<file path="src/rtl/rv32i_types.sv">
// Shared core types: load/store FSM states, access sizes, funct3 encodings
// and the legality check used when an op is accepted.
package rv32i_types;

  typedef enum logic [1:0] {
    LSU_IDLE   = 2'd0,
    LSU_ACCESS = 2'd1,
    LSU_RESP   = 2'd2,
    LSU_FAULT  = 2'd3
  } lsu_state_t;

  typedef enum logic [1:0] {
    MEM_BYTE  = 2'b00,
    MEM_HALF  = 2'b01,
    MEM_WORD  = 2'b10,
    MEM_DWORD = 2'b11
  } mem_size_t;

  localparam logic [2:0] F3_LB  = 3'b000;
  localparam logic [2:0] F3_LH  = 3'b001;
  localparam logic [2:0] F3_LW  = 3'b010;
  localparam logic [2:0] F3_LD  = 3'b011;
  localparam logic [2:0] F3_LBU = 3'b100;
  localparam logic [2:0] F3_LHU = 3'b101;
  localparam logic [2:0] F3_LWU = 3'b110;
  localparam logic [2:0] F3_SB  = 3'b000;
  localparam logic [2:0] F3_SH  = 3'b001;
  localparam logic [2:0] F3_SW  = 3'b010;
  localparam logic [2:0] F3_SD  = 3'b011;

  // off is the byte offset inside the data word, zero-extended to 3 bits.
  function automatic logic lsu_illegal(input int unsigned xlen, input logic store,
                                       input logic [2:0] funct3, input logic [2:0] off);
    logic bad;
    bad = 1'b0;
    if (funct3 == 3'b111) bad = 1'b1;
    if (store && funct3[2]) bad = 1'b1;
    if ((xlen == 32) && (funct3[1:0] == 2'b11)) bad = 1'b1;
    if ((xlen == 32) && (funct3 == F3_LWU)) bad = 1'b1;
    case (mem_size_t'(funct3[1:0]))
      MEM_HALF:  if (off[0]) bad = 1'b1;
      MEM_WORD:  if (off[1:0] != 2'b00) bad = 1'b1;
      MEM_DWORD: if (off != 3'b000) bad = 1'b1;
      default:   ;
    endcase
    return bad;
  endfunction

endpackage

</file>
<file path="src/rtl/load_align.sv">
// Load data extraction: picks the addressed byte/half/word/dword out of the
// memory word and sign- or zero-extends it to XLEN.
module load_align
  import rv32i_types::*;
#(
  parameter int XLEN  = 32,
  parameter int OFF_W = $clog2(XLEN / 8)
) (
  input  logic [XLEN-1:0]  rdata_i,
  input  logic [OFF_W-1:0] off_i,
  input  logic [2:0]       funct3_i,
  output logic [XLEN-1:0]  data_o
);

  logic [XLEN-1:0] shifted;
  logic [XLEN-1:0] mask;
  logic            sign;

  // Mask-and-fill keeps the extension legal for XLEN=32, where a word
  // needs no fill bits at all.
  always_comb begin
    shifted = rdata_i >> {off_i, 3'b000};
    mask    = '1;
    sign    = 1'b0;
    case (mem_size_t'(funct3_i[1:0]))
      MEM_BYTE: begin mask = XLEN'(8'hFF);          sign = shifted[7];  end
      MEM_HALF: begin mask = XLEN'(16'hFFFF);       sign = shifted[15]; end
      MEM_WORD: begin mask = XLEN'(32'hFFFF_FFFF);  sign = shifted[31]; end
      default:  begin mask = '1;                    sign = 1'b0;        end
    endcase
    data_o = (shifted & mask) | ({XLEN{sign & ~funct3_i[2]}} & ~mask);
  end

endmodule

</file>
<file path="src/rtl/load_store_unit.sv">
// Load/store unit between EX/MEM and the data memory port: byte-lane stores,
// extended loads, alignment faults and a stalling multi-cycle handshake.
module load_store_unit
  import rv32i_types::*;
#(
  parameter int XLEN   = 32,
  parameter int ADDR_W = 32,
  parameter int BE_W   = XLEN / 8
) (
  input  logic              clk,
  input  logic              rst,
  input  logic              req_valid,
  output logic              req_ready,
  input  logic              req_store,
  input  logic [2:0]        req_funct3,
  input  logic [ADDR_W-1:0] req_addr,
  input  logic [XLEN-1:0]   req_wdata,
  input  logic [4:0]        req_rd,
  output logic              dmem_read,
  output logic              dmem_write,
  output logic [ADDR_W-1:0] dmem_address,
  output logic [XLEN-1:0]   dmem_wdata,
  output logic [BE_W-1:0]   dmem_byte_enable,
  input  logic [XLEN-1:0]   dmem_rdata,
  input  logic              dmem_resp,
  output logic              rsp_valid,
  output logic [XLEN-1:0]   rsp_data,
  output logic [4:0]        rsp_rd,
  output logic              rsp_fault,
  output logic              stall,
  output logic [1:0]        dbg_state
);

  localparam int OFF_W = $clog2(BE_W);

  // Handshake: an op transfers on a rising edge where req_valid && req_ready;
  // req_ready is high only in IDLE, so EX/MEM must hold the op until then.
  lsu_state_t       state_q;
  logic             store_q;
  logic [2:0]       funct3_q;
  logic [OFF_W-1:0] off_q;
  logic [4:0]       rd_q;

  logic [OFF_W-1:0] req_off;
  logic             illegal;
  logic [BE_W-1:0]  lane_be_d;
  logic [XLEN-1:0]  lane_wdata_d;
  logic [XLEN-1:0]  align_data;

  assign req_off   = req_addr[OFF_W-1:0];
  assign illegal   = lsu_illegal(XLEN, req_store, req_funct3, 3'(req_off));
  assign req_ready = (state_q == LSU_IDLE);
  assign stall     = (state_q != LSU_IDLE);
  assign dbg_state = state_q;

  always_comb begin
    lane_be_d    = '1;
    lane_wdata_d = req_wdata << {req_off, 3'b000};
    if (req_store) begin
      case (mem_size_t'(req_funct3[1:0]))
        MEM_BYTE: lane_be_d = BE_W'(1)     << req_off;
        MEM_HALF: lane_be_d = BE_W'(3)     << req_off;
        MEM_WORD: lane_be_d = BE_W'(4'hF)  << req_off;
        default:  lane_be_d = '1;
      endcase
    end else begin
      lane_wdata_d = '0;
    end
  end

  load_align #(.XLEN(XLEN), .OFF_W(OFF_W)) u_load_align (
    .rdata_i  (dmem_rdata),
    .off_i    (off_q),
    .funct3_i (funct3_q),
    .data_o   (align_data)
  );

  always_ff @(posedge clk or negedge rst) begin
    if (!rst) begin
      state_q          <= LSU_IDLE;
      store_q          <= 1'b0;
      funct3_q         <= 3'b000;
      off_q            <= '0;
      rd_q             <= 5'd0;
      dmem_read        <= 1'b0;
      dmem_write       <= 1'b0;
      dmem_address     <= '0;
      dmem_wdata       <= '0;
      dmem_byte_enable <= '0;
      rsp_valid        <= 1'b0;
      rsp_data         <= '0;
      rsp_rd           <= 5'd0;
      rsp_fault        <= 1'b0;
    end else begin
      case (state_q)
        LSU_IDLE: begin
          if (req_valid) begin
            store_q  <= req_store;
            funct3_q <= req_funct3;
            off_q    <= req_off;
            rd_q     <= req_rd;
            if (illegal) begin
              state_q   <= LSU_FAULT;
              rsp_valid <= 1'b1;
              rsp_fault <= 1'b1;
              rsp_data  <= '0;
              rsp_rd    <= 5'd0;
            end else begin
              state_q          <= LSU_ACCESS;
              dmem_read        <= ~req_store;
              dmem_write       <= req_store;
              dmem_address     <= {req_addr[ADDR_W-1:OFF_W], {OFF_W{1'b0}}};
              dmem_wdata       <= lane_wdata_d;
              dmem_byte_enable <= lane_be_d;
            end
          end
        end
        LSU_ACCESS: begin
          if (dmem_resp) begin
            state_q    <= LSU_RESP;
            dmem_read  <= 1'b0;
            dmem_write <= 1'b0;
            rsp_valid  <= 1'b1;
            rsp_fault  <= 1'b0;
            rsp_data   <= store_q ? '0 : align_data;
            rsp_rd     <= store_q ? 5'd0 : rd_q;
          end
        end
        default: begin
          state_q   <= LSU_IDLE;
          rsp_valid <= 1'b0;
          rsp_fault <= 1'b0;
          rsp_data  <= '0;
          rsp_rd    <= 5'd0;
        end
      endcase
    end
  end

endmodule
</file>
<file path="config.mk">
export PLATFORM = sky130hd
export DESIGN_NAME = load_store_unit
export DESIGN_NICKNAME = d
export VERILOG_FILES = /design/src/rtl/rv32i_types.sv /design/src/rtl/load_align.sv /design/src/rtl/load_store_unit.sv
export SDC_FILE = /design/constraint.sdc
export NUM_CORES = 1
export LEC_CHECK = 0
export CORE_AREA = 2 2 119 121
export DETAILED_ROUTE_END_ITERATION = 8
export DIE_AREA = 0 0 121 123
export GPL_TIMING_DRIVEN = 0
export PLACE_DENSITY_LB_ADDON = 0.08
export SYNTH_ARGS = -nofsm -noshare
export SYNTH_HDL_FRONTEND = slang
export SYNTH_SLANG_ARGS = --single-unit
</file>
<file path="constraint.sdc">
create_clock -name clk -period 2.64 [get_ports clk]
set_clock_uncertainty 0.05 [all_clocks]
set_input_delay 0.264 -clock clk [delete_from_list [all_inputs] [get_ports clk]]
set_output_delay 0.264 -clock clk [all_outputs]
set_load 0.005 [all_outputs]
</file>
After elaboration in Yosys (flattened, before gate mapping)
Index checks and enable logic that the tools add are counted.

Bits of input ports: 109. Bits in registers: 120. Output and inout bits: 113.

Reduce and logical (&&, ||, !) cells: 13. Muxes and demuxes: 38. Equality and inequality tests: 12. Bitwise operators: 8. Shift operators: 5.

Operator list (count): 32-bit 2-to-1 mux (5); 32-bit case mux with 2 select lines (2); 32-bit bitwise AND (2); 32-bit NOT (1); 32-bit OR (1); 32-bit by 5-bit left shift with 32-bit output (1); 32-bit by 5-bit right shift with 32-bit output (1); 5-bit 2-to-1 mux (4); 1-bit 2-to-1 mux (14); 4-bit case mux with 3 select lines (1); 1-bit case mux with 2 select lines (5); 5-bit case mux with 2 select lines (1); 2-bit by 1-bit equality test with 1-bit output (second input constant) (3); 2-bit equality test (second input constant) (3); 3-bit equality test (second input constant) (2); 2-bit logical NOT (3); 2-bit 2-to-1 mux (3); 2-bit inequality test (second input constant) (3); 3-bit AND reduction (2); 2-bit nonzero test (3); 4-bit 2-to-1 mux (1); 2-bit case mux with 2 select lines (1); 2-bit AND reduction (2); 4-bit AND reduction (1); other kinds (9) (11).

Longest topological paths before layout
Gate-level depths: netlist of run 1.

Depth in word-level cells: 10. Gate-level depth with buffers: 8.

Modules after synthesis
Synthesis of run 1 repeated with hierarchy kept, for this count alone.

Cells, all modules: 543. Area, all modules: 6103.4 µm².

By module, submodules not included: load_store_unit (times used 1, cells each 428, area an instance 5258.8 µm²); load_align (times used 1, cells each 115, area an instance 844.6 µm²).

Least setup slack after synthesis of run 1
Ideal clock, no wire load.

Path kind: input to register. Start: in req_funct3[0]. End: reg rsp_data[10]. Path slack: 0.905 ns. Cell stages on the path: 7. Data arrival time: 1.619 ns. Cells stage by stage: inv_1 > ha_1 > o21ai_2 > o211ai_4 > a221oi_4 > buf_6 > a22o_1.

Longest elaborated chain between the ends: 9. Elaborated cells between the ends (all ways): 15.

Ends and longest elaborated chain: from (decl) (line load_store_unit.sv:15) `input logic [2:0] req_funct3,`; 3-bit equality test (line rv32i_types.sv:36) `if (funct3 == 3'b111) bad = 1'b1;`; 1-bit 2-to-1 mux (line rv32i_types.sv:36); 1-bit 2-to-1 mux (line rv32i_types.sv:37) `if (store && funct3[2]) bad = 1'b1;`; 1-bit 2-to-1 mux (line rv32i_types.sv:38) `if ((xlen == 32) && (funct3[1:0] == 2'b11)) bad = 1'b1;`; 1-bit 2-to-1 mux (line rv32i_types.sv:39) `if ((xlen == 32) && (funct3 == F3_LWU)) bad = 1'b1;`; 1-bit 2-to-1 mux (on tied branches) (line rv32i_types.sv:42, rv32i_types.sv:43, rv32i_types.sv:41); 1-bit case mux with 2 select lines * (line rv32i_types.sv:40) `case (mem_size_t'(funct3[1:0]))`; 2-bit by 1-bit inequality test with 1-bit output (no source line) *; 3-bit AND reduction (no source line) *; to (signal assigned) (line load_store_unit.sv:125) `rsp_data <= store_q ? '0 : align_data;`; to (decl) (line load_store_unit.sv:27) `output logic [XLEN-1:0] rsp_data,`.

Mark *: on every way between the ends. The rest lies on a longest branch, timed or not. A chain may end at the register's enable or synchronous reset.

Worst setup path in the final report of run 1
Start: in req_funct3[0]. End: reg rsp_data[16].

The elaborated chain is that of the path after synthesis.

==> results of run 1 <==
-- worst register-to-register path: cells and delay by family, from the launching register on --
| family | cells | cell delay [ps] |
|---|---|---|
| AO/OA/AOI/OAI | 2 | 330 |
| buffers and inverters | 3 | 660 |
| flip-flops | 1 | 390 |
| AND/OR/NAND/NOR | 2 | 410 |
-- metal layers --
metal  global-route usage  vias up
met2                0.379      242
met1                0.313     2570
met5                    0        -
met3               0.0692       42
li1                     -     2370
met4               0.0843        0
-- through the flow --
stage	power [mW]	setup slack, ps	util	cell area (um2)	instances
after floorplan	4.59	905	-	5970	534
after global placement	6.40	-3330	0.616	8380	932
after detailed placement	6.49	-10.4	0.618	8410	933
after CTS	9.04	404	0.665	9050	965
after global routing	9.48	259	0.665	9050	965
final	8.99	427	0.665	9050	965
-- sequential cells by signal, indices dropped and copies added (netlist names) --
register          cells
dmem_wdata           32
rsp_data             32
dmem_address         30
rd_q                  5
rsp_rd                5
dmem_byte_enable      4
funct3_q              3
dbg_state             2
off_q                 2
dmem_read             1
dmem_write            1
rsp_fault             1
rsp_valid             1
store_q               1
-- layout make-up --
class | instances | area, um2
Clock inverter | 9 | 173
Fill cell | 1083 | 4570
Buffer | 43 | 260
Clock buffer | 22 | 454
Sequential cell | 120 | 3000
Multi-Input combinational cell | 365 | 2690
Timing Repair Buffer | 220 | 2220
Inverter | 6 | 22.5
Tap cell | 180 | 225
-- report_power, final --
part / total, mW / internal (mW) / switching, mW / leakage (nW)
sequential: 2.91 / 2.51 / 0.403 / 1.55
combinational: 3.58 / 2.11 / 1.48 / 2.16
clock: 2.50 / 1.69 / 0.809 / 0.304
-- cells in the mapped netlist, types with 2 or more instances --
library cell / n
sky130_fd_sc_hd__dfrtp_1: 120
sky130_fd_sc_hd__nand2_1: 82
sky130_fd_sc_hd__o21ai_0: 55
sky130_fd_sc_hd__mux2i_1: 37
sky130_fd_sc_hd__a22o_1: 30
sky130_fd_sc_hd__mux2_4: 28
sky130_fd_sc_hd__nor2_1: 22
sky130_fd_sc_hd__mux2_2: 20
sky130_fd_sc_hd__clkbuf_1: 16
sky130_fd_sc_hd__a21oi_1: 14
sky130_fd_sc_hd__buf_2: 13
sky130_fd_sc_hd__nor2b_1: 10
sky130_fd_sc_hd__buf_6: 9
sky130_fd_sc_hd__o31ai_1: 9
sky130_fd_sc_hd__and2_1: 8
sky130_fd_sc_hd__o211ai_1: 8
sky130_fd_sc_hd__a211o_1: 7
sky130_fd_sc_hd__a32o_1: 7
sky130_fd_sc_hd__inv_1: 6
sky130_fd_sc_hd__ha_1: 5
sky130_fd_sc_hd__buf_4: 4
sky130_fd_sc_hd__nand2b_1: 3
sky130_fd_sc_hd__nand3b_1: 2
sky130_fd_sc_hd__or2_2: 2
-- kinds of logic (layout without fill, tap and decap cells) --
group                    after synthesis  in the layout  synth area share
flip-flops                           120            120             0.503
AO/OA/AOI/OAI                        138            138             0.164
multiplexers                          86             86             0.174
other                                  1              2          0.000628
AND/OR/NAND/NOR                      134            134             0.101
adder cells (fa/ha/maj)                5              5            0.0105
buffers and inverters                 49            300            0.0474
-- worst paths after layout --
path	from	endpoint	slack, ps	depth (start not counted)
setup / recovery	req_funct3[0]	rsp_data[16]$_DFFE_PN0P_	430	8
hold / removal	req_addr[1]	dmem_wdata[31]$_DFFE_PN0P_	300	4
setup reg to reg	dbg_state[1]$_DFFE_PN0P_	dmem_wdata[21]$_DFFE_PN0P_	660	7
hold reg to reg	dmem_wdata[30]$_DFFE_PN0P_	dmem_wdata[30]$_DFFE_PN0P_	430	2
max in group asynchronous	rst	rd_q[3]$_DFFE_PN0P_	1490	3
min in group asynchronous	rst	dmem_address[11]$_DFFE_PN0P_	340	2
==> flow_summary.rst, run 1 <==
.. list-table::
   :header-rows: 1

   * - Metric
     - Value
   * - Number of cells upsized or downsized after cts
     - 0
   * - Overall overflow remaining after global route
     - 0
   * - Routed wire length on met2
     - 8.34 mm
   * - Unrepaired setup endpoints after global routing
     - false
   * - Synthesized cell area
     - 0.00597 mm2
   * - Number of antenna violations at the first check in global routing
     - 0
   * - Flop and latch count out of synthesis
     - 120
   * - Worst setup path category
     - primary input to flop
   * - CTS Hold Buffers Added
     - 1
   * - Starting density of the core
     - 0.439
   * - Clock insertion delay at the later pin of the skew report
     - 410 ps
   * - Estimated wirelength of the detail-placed design
     - 12.8 mm
   * - Fraction of final layout cells with drive strength greater than 1
     - 0.144
   * - Distinct cell type count after synthesis
     - 40
   * - Count of H-tree levels built during CTS
     - 4
   * - Top flip-flop cell by instance count after synthesis
     - sky130_fd_sc_hd__dfrtp_1
   * - Crit start category
     - primary input
   * - Mean routed wirelength per cell
     - 18.1 um
   * - Die area
     - 0.0149 mm2
   * - Final Max Slew Viols
     - 0
   * - Clock input transition at the sequential cells of the worst setup and hold paths
     - 50 ps
   * - Cell types occupying the most area after synthesis
     - sky130_fd_sc_hd__dfrtp_1 (50%), sky130_fd_sc_hd__mux2_4 (7.0%), sky130_fd_sc_hd__mux2i_1 (6.2%)
   * - Via count
     - 5224
   * - Class of the most critical hold timing path
     - primary input to flop
   * - Clock sink count
     - 120
   * - Number of standard cells after synthesis
     - 533
   * - Number of flops mapped to enable cells by yosys
     - 0
   * - Kind of cell with the highest combined delay on the critical path
     - compound AO/OA/AOI/OAI gates
   * - Yosys warnings
     - 0
   * - Top cell type by total area after synthesis
     - sky130_fd_sc_hd__dfrtp_1
   * - Critical path cell sequence
     - clkdlybuf4s50_1, inv_1, ha_1, o21ai_2, o211ai_4, a221oi_4, buf_6, a22o_1
   * - Routability Congestion
     - 0.867
   * - Outcome
     - finished, final reports clean
   * - Met1 routed wirelength after detailed routing
     - 7.35 mm
   * - Crit path DAT
     - 2510 ps
   * - FP Rows
     - 43
   * - Worst Hold Slack
     - 304 ps
   * - Standard cell core area
     - 0.0136 mm2
   * - Highest-delay cell along the critical path
     - sky130_fd_sc_hd__a221oi_4
   * - Die W
     - 121 um
   * - Final wirelength
     - 17.5 mm
   * - Setup total negative slack
     - 0 ps
   * - Worst-margin pin slew
     - 658 ps
   * - Static leakage power
     - 4.01 nW
   * - Setup violations, final
     - 0
   * - Global-route wire length before repair
     - 27.3 mm
   * - Peak supply drop
     - 602 uV
   * - Maximum fanout encountered on the critical timing path
     - 10
   * - Initial DRC Count
     - 498
   * - Proportion of netlist area held by the largest area contributor
     - 0.503
   * - Max-cap violations
     - 0
   * - Final cycle utilization of the critical path
     - 0.838
   * - Clock Tree Root
     - sky130_fd_sc_hd__clkbuf_16
   * - First drt pass iteration count
     - 6
   * - Clock period minus worst slack
     - 2210 ps
   * - Die Ht
     - 123 um
   * - Area overhead of the layout relative to synthesis
     - 51.5%
   * - Mean area per synthesized cell
     - 11.2 um2
   * - Metal3 WL
     - 1.37 mm
   * - Port buffer count
     - 218
   * - Maximum number of pins on one net before global-route repair
     - 63
   * - DRC violations left
     - 0
   * - Sequential share of the synthesized area
     - 0.503
   * - Top sig layer
     - met4
   * - Clock Tree Buf Depth
     - 2
   * - Ant. Diodes
     - 0
   * - Count of buffers added by post-CTS timing repair for setup
     - 0
   * - Total track usage
     - 0.238
   * - Final antenna-violating net count
     - 0
   * - CTS tree
     - done
   * - IO Count
     - 222
   * - Post-layout net count
     - 887
   * - Req. time, crit path
     - 2940 ps
   * - Most used cells in the layout excluding fill and tap cells
     - sky130_fd_sc_hd__clkdlybuf4s50_1 (217), sky130_fd_sc_hd__dfrtp_1 (120), sky130_fd_sc_hd__nand2_1 (82), sky130_fd_sc_hd__o21ai_0 (55), sky130_fd_sc_hd__mux2i_1 (37)
   * - Hold Vio Cnt, Final
     - 0
   * - Pwr/cell area
     - 994 mW/mm2
   * - Fraction of registers with async set or reset after synthesis
     - 1.00
   * - CP Capture Type
     - flop
   * - Clock buffers created by TritonCTS
     - 17
   * - Routed via count divided by cell count
     - 5.41
   * - Fmax
     - 452 MHz
   * - Most frequent standard cell in the layout excluding fill and tap cells
     - sky130_fd_sc_hd__clkdlybuf4s50_1
   * - Vias in the first global route
     - 5218
   * - Buffers plus inverters on the worst setup path
     - 3
   * - Slew headroom
     - 0.561
   * - Highest cell delay on the worst timing path
     - 590 ps
Power figures use the tool's default switching activity.
==> run 2, diff against run 1 <==
Clock period 2.64 ns to 2.06 ns, I/O delays scaled along.
==> run 2 against run 1 <==
Final area up 0.80%. Register-to-register slack got worse by 520 ps. Routed wire length grew 0.49%. Combinational power up 31%.
==> flow_summary.rst, run 2 (synthesis gave the netlist of run 1 again) <==
.. list-table::
   :header-rows: 1

   * - Metric
     - Value
   * - Outcome
     - finished, final reports clean
   * - CTS tree
     - done
   * - Mean routed wirelength per cell
     - 18.1 um (+0.17%)
   * - Internal power
     - 8.15 mW (+29%)
   * - Maximum fanout encountered on the critical timing path
     - 10 (unchanged)
   * - Fmax
     - 506 MHz
   * - Most used cells in the layout excluding fill and tap cells
     - sky130_fd_sc_hd__clkdlybuf4s50_1 (216), sky130_fd_sc_hd__dfrtp_1 (120), sky130_fd_sc_hd__nand2_1 (82), sky130_fd_sc_hd__o21ai_0 (55), sky130_fd_sc_hd__mux2i_1 (37)
   * - Number of antenna violations at the first check in global routing
     - 0 (unchanged)
   * - Clock Tree Buf Depth
     - 2 (unchanged)
   * - Die Ht
     - 123 um (unchanged)
   * - Clock insertion delay at the later pin of the skew report
     - 410 ps (about the same)
   * - Clock period minus worst slack
     - 1980 ps
   * - Clock sink count
     - 120 (unchanged)
   * - Crit start category
     - flop
   * - Die area
     - 0.0149 mm2 (unchanged)
   * - Fill cell total of the finished layout
     - 1075 (-0.74%)
   * - IO Count
     - 222 (unchanged)
   * - Sequential cell area
     - 0.00300 mm2 (unchanged)
   * - Ant. Diodes
     - 0 (unchanged)
   * - FF-to-FF setup slack
     - 140 ps (-520 ps)
   * - Clock input transition at the sequential cells of the worst setup and hold paths
     - 50 ps (about the same)
   * - Critical Path Sink
     - stall
   * - Crit path DAT
     - 1720 ps (-790 ps)
   * - Routed via count divided by cell count
     - 5.37 (-0.79%)
   * - Static leakage power
     - 4.05 nW (+0.86%)
   * - Clock buffers created by TritonCTS
     - 17 (unchanged)
   * - Area overhead of the layout relative to synthesis
     - 52.8%
   * - Final cycle utilization of the critical path
     - 0.960
   * - Registers with the highest flip-flop counts
     - dmem_wdata: 32 flops, rsp_data: 32 flops, dmem_address: 30 flops
   * - DRC violations left
     - 0 (unchanged)
   * - Worst setup path category
     - flop to primary output
   * - Pwr/cell area
     - 1270 mW/mm2 (+28%)
   * - Port buffer count
     - 218 (unchanged)
   * - Switching component of the power
     - 3.46 mW (+29%)
   * - Total track usage
     - 0.239 (+0.000599)
   * - Slew headroom
     - 0.552 (-0.00943)
   * - Max-cap violations
     - 0 (unchanged)
   * - Post-placement cell area
     - 0.00841 mm2 (unchanged)
   * - Fraction of final layout cells with drive strength greater than 1
     - 0.154 (+0.00960)
   * - Length in cells of the worst reg-to-reg path
     - 6 (-1)
   * - Global-route wire length before repair
     - 27.4 mm (+0.18%)
   * - Class of the most critical hold timing path
     - primary input to flop
   * - Unrepaired setup endpoints after global routing
     - false
   * - Routability Congestion
     - 0.867 (unchanged)
   * - Req. time, crit path
     - 1800 ps (-1140 ps)
   * - Die W
     - 121 um (unchanged)
   * - Final standard cell area without fillers
     - 0.00912 mm2 (+0.80%)
   * - Via count
     - 5199 (-0.48%)
   * - Setup total negative slack
     - 0 ps (unchanged)
   * - Share of power burned in the clock network
     - 0.275 (-0.003)
   * - Count of H-tree levels built during CTS
     - 4 (unchanged)
   * - Switching Share
     - 0.298 (-0.000707)
   * - Vias in the first global route
     - 5239 (+0.40%)
   * - Peak supply drop
     - 778 uV (+29%)
   * - Starting density of the core
     - 0.439 (unchanged)
   * - Setup violations, final
     - 0 (unchanged)
   * - Post-layout net count
     - 890 (+0.34%)
   * - Standard cell core area
     - 0.0136 mm2 (unchanged)
   * - FP Rows
     - 43 (unchanged)
   * - Initial DRC Count
     - 427 (-14%)
   * - Area of combinational cells with multiple inputs
     - 0.00270 mm2 (+0.61%)
   * - Hold Vio Cnt, Final
     - 0 (unchanged)
   * - First drt pass iteration count
     - 5 (-1)
   * - Estimated wirelength of the detail-placed design
     - 12.8 mm (unchanged)
   * - Final wirelength
     - 17.6 mm (+0.49%)
   * - Proportion of power drawn by flip-flops and latches
     - 0.321 (-0.003)
   * - Final antenna-violating net count
     - 0 (unchanged)
   * - Most frequent standard cell in the layout excluding fill and tap cells
     - sky130_fd_sc_hd__clkdlybuf4s50_1
   * - Clock Tree Root
     - sky130_fd_sc_hd__clkbuf_16
   * - Worst R2R End
     - dmem_address[22]$_DFFE_PN0P_
   * - Maximum number of pins on one net before global-route repair
     - 63 (unchanged)
   * - Combinational share of power
     - 0.404 (+0.005)
   * - CP Capture Type
     - primary output
   * - Overall overflow remaining after global route
     - 0 (unchanged)
   * - Final standard cell utilization of the core
     - 0.670 (+0.00533)
   * - Worst-margin pin slew
     - 672 ps (+14.1 ps)
   * - Start point of the worst hold path
     - req_addr[1]
   * - Final Max Slew Viols
     - 0 (unchanged)
   * - Start point of the critical path
     - dbg_state[0]$_DFFE_PN0P_
   * - Reg-to-reg startpoint
     - dbg_state[0]$_DFFE_PN0P_
==> run 2: final cells by class <==
class	instances	share of cell area
flip-flops and latches	120	0.329
repair buffers	223	0.249
multi-input cells	365	0.297
well taps	180	0.0247
plain buffers	43	0.0296
clock buffers	22	0.0498
clock inverters	9	0.0189
inverters	6	0.00247
==> run 2: timing repair <==
| item | in CTS | in global routing |
|---|---|---|
| hold buffers | 1 | 0 |
| resized for setup | 5 | 4 |
| pin swaps | 1 | 1 |
| hold endpoints to repair | 58 | 0 |
| cloned | 0 | 0 |
| buffers inserted | 3 | 0 |
| setup endpoints to repair | 54 | 56 |
==> run 2: how the worst min path moves through the flow <==
stage / slack, ps / cells after the start / endpoint
floorplan: -140 / 0 / dbg_state[0]$_DFFE_PN0P_
global placement: 410 / 2 / dmem_wdata[5]$_DFFE_PN0P_
detailed placement: 170 / 1 / dmem_address[11]$_DFFE_PN0P_
CTS: 230 / 4 / dmem_wdata[31]$_DFFE_PN0P_
global route: 270 / 4 / dmem_wdata[31]$_DFFE_PN0P_
finish: 240 / 4 / dmem_wdata[31]$_DFFE_PN0P_
==> run 2: worst max-delay path, cell delays in order (launching register included) <==
cell and delay [ps]:
sky130_fd_sc_hd__dfrtp_1 400, sky130_fd_sc_hd__buf_6 150, sky130_fd_sc_hd__or2_2 310, sky130_fd_sc_hd__clkdlybuf4s50_1 450
==> run 2: power groups by stage <==
stage / combinational [mW] / sequential (mW) / clock, mW
floorplan: 2.15 / 3.74 / 0
global placement: 4.49 / 3.71 / 0
detailed placement: 4.57 / 3.75 / 0
CTS: 4.70 / 3.73 / 3.23
global route: 5.08 / 3.83 / 3.35
finish: 4.70 / 3.73 / 3.19
==> run 2: through the flow <==
| step | worst slack (ps) | hold WS [ps] | power, mW | cells |
|---|---|---|---|---|
| floorplan | 335 | -140 | 5.89 | 534 |
| global placement | -3850 | 414 | 8.21 | 932 |
| detailed placement | -532 | 175 | 8.32 | 933 |
| CTS | 41.2 | 234 | 11.7 | 968 |
| global route | 22.3 | 270 | 12.2 | 968 |
| finish | 83.0 | 244 | 11.6 | 968 |
==> run 2: layer usage <==
metal  track usage  share of wire  vias to the layer above
met2         0.382           0.48                      217
li1              -              -                     2372
met3        0.0692          0.076                       32
met1         0.312           0.43                     2578
met5             0              0                        -
met4        0.0828          0.021                        0
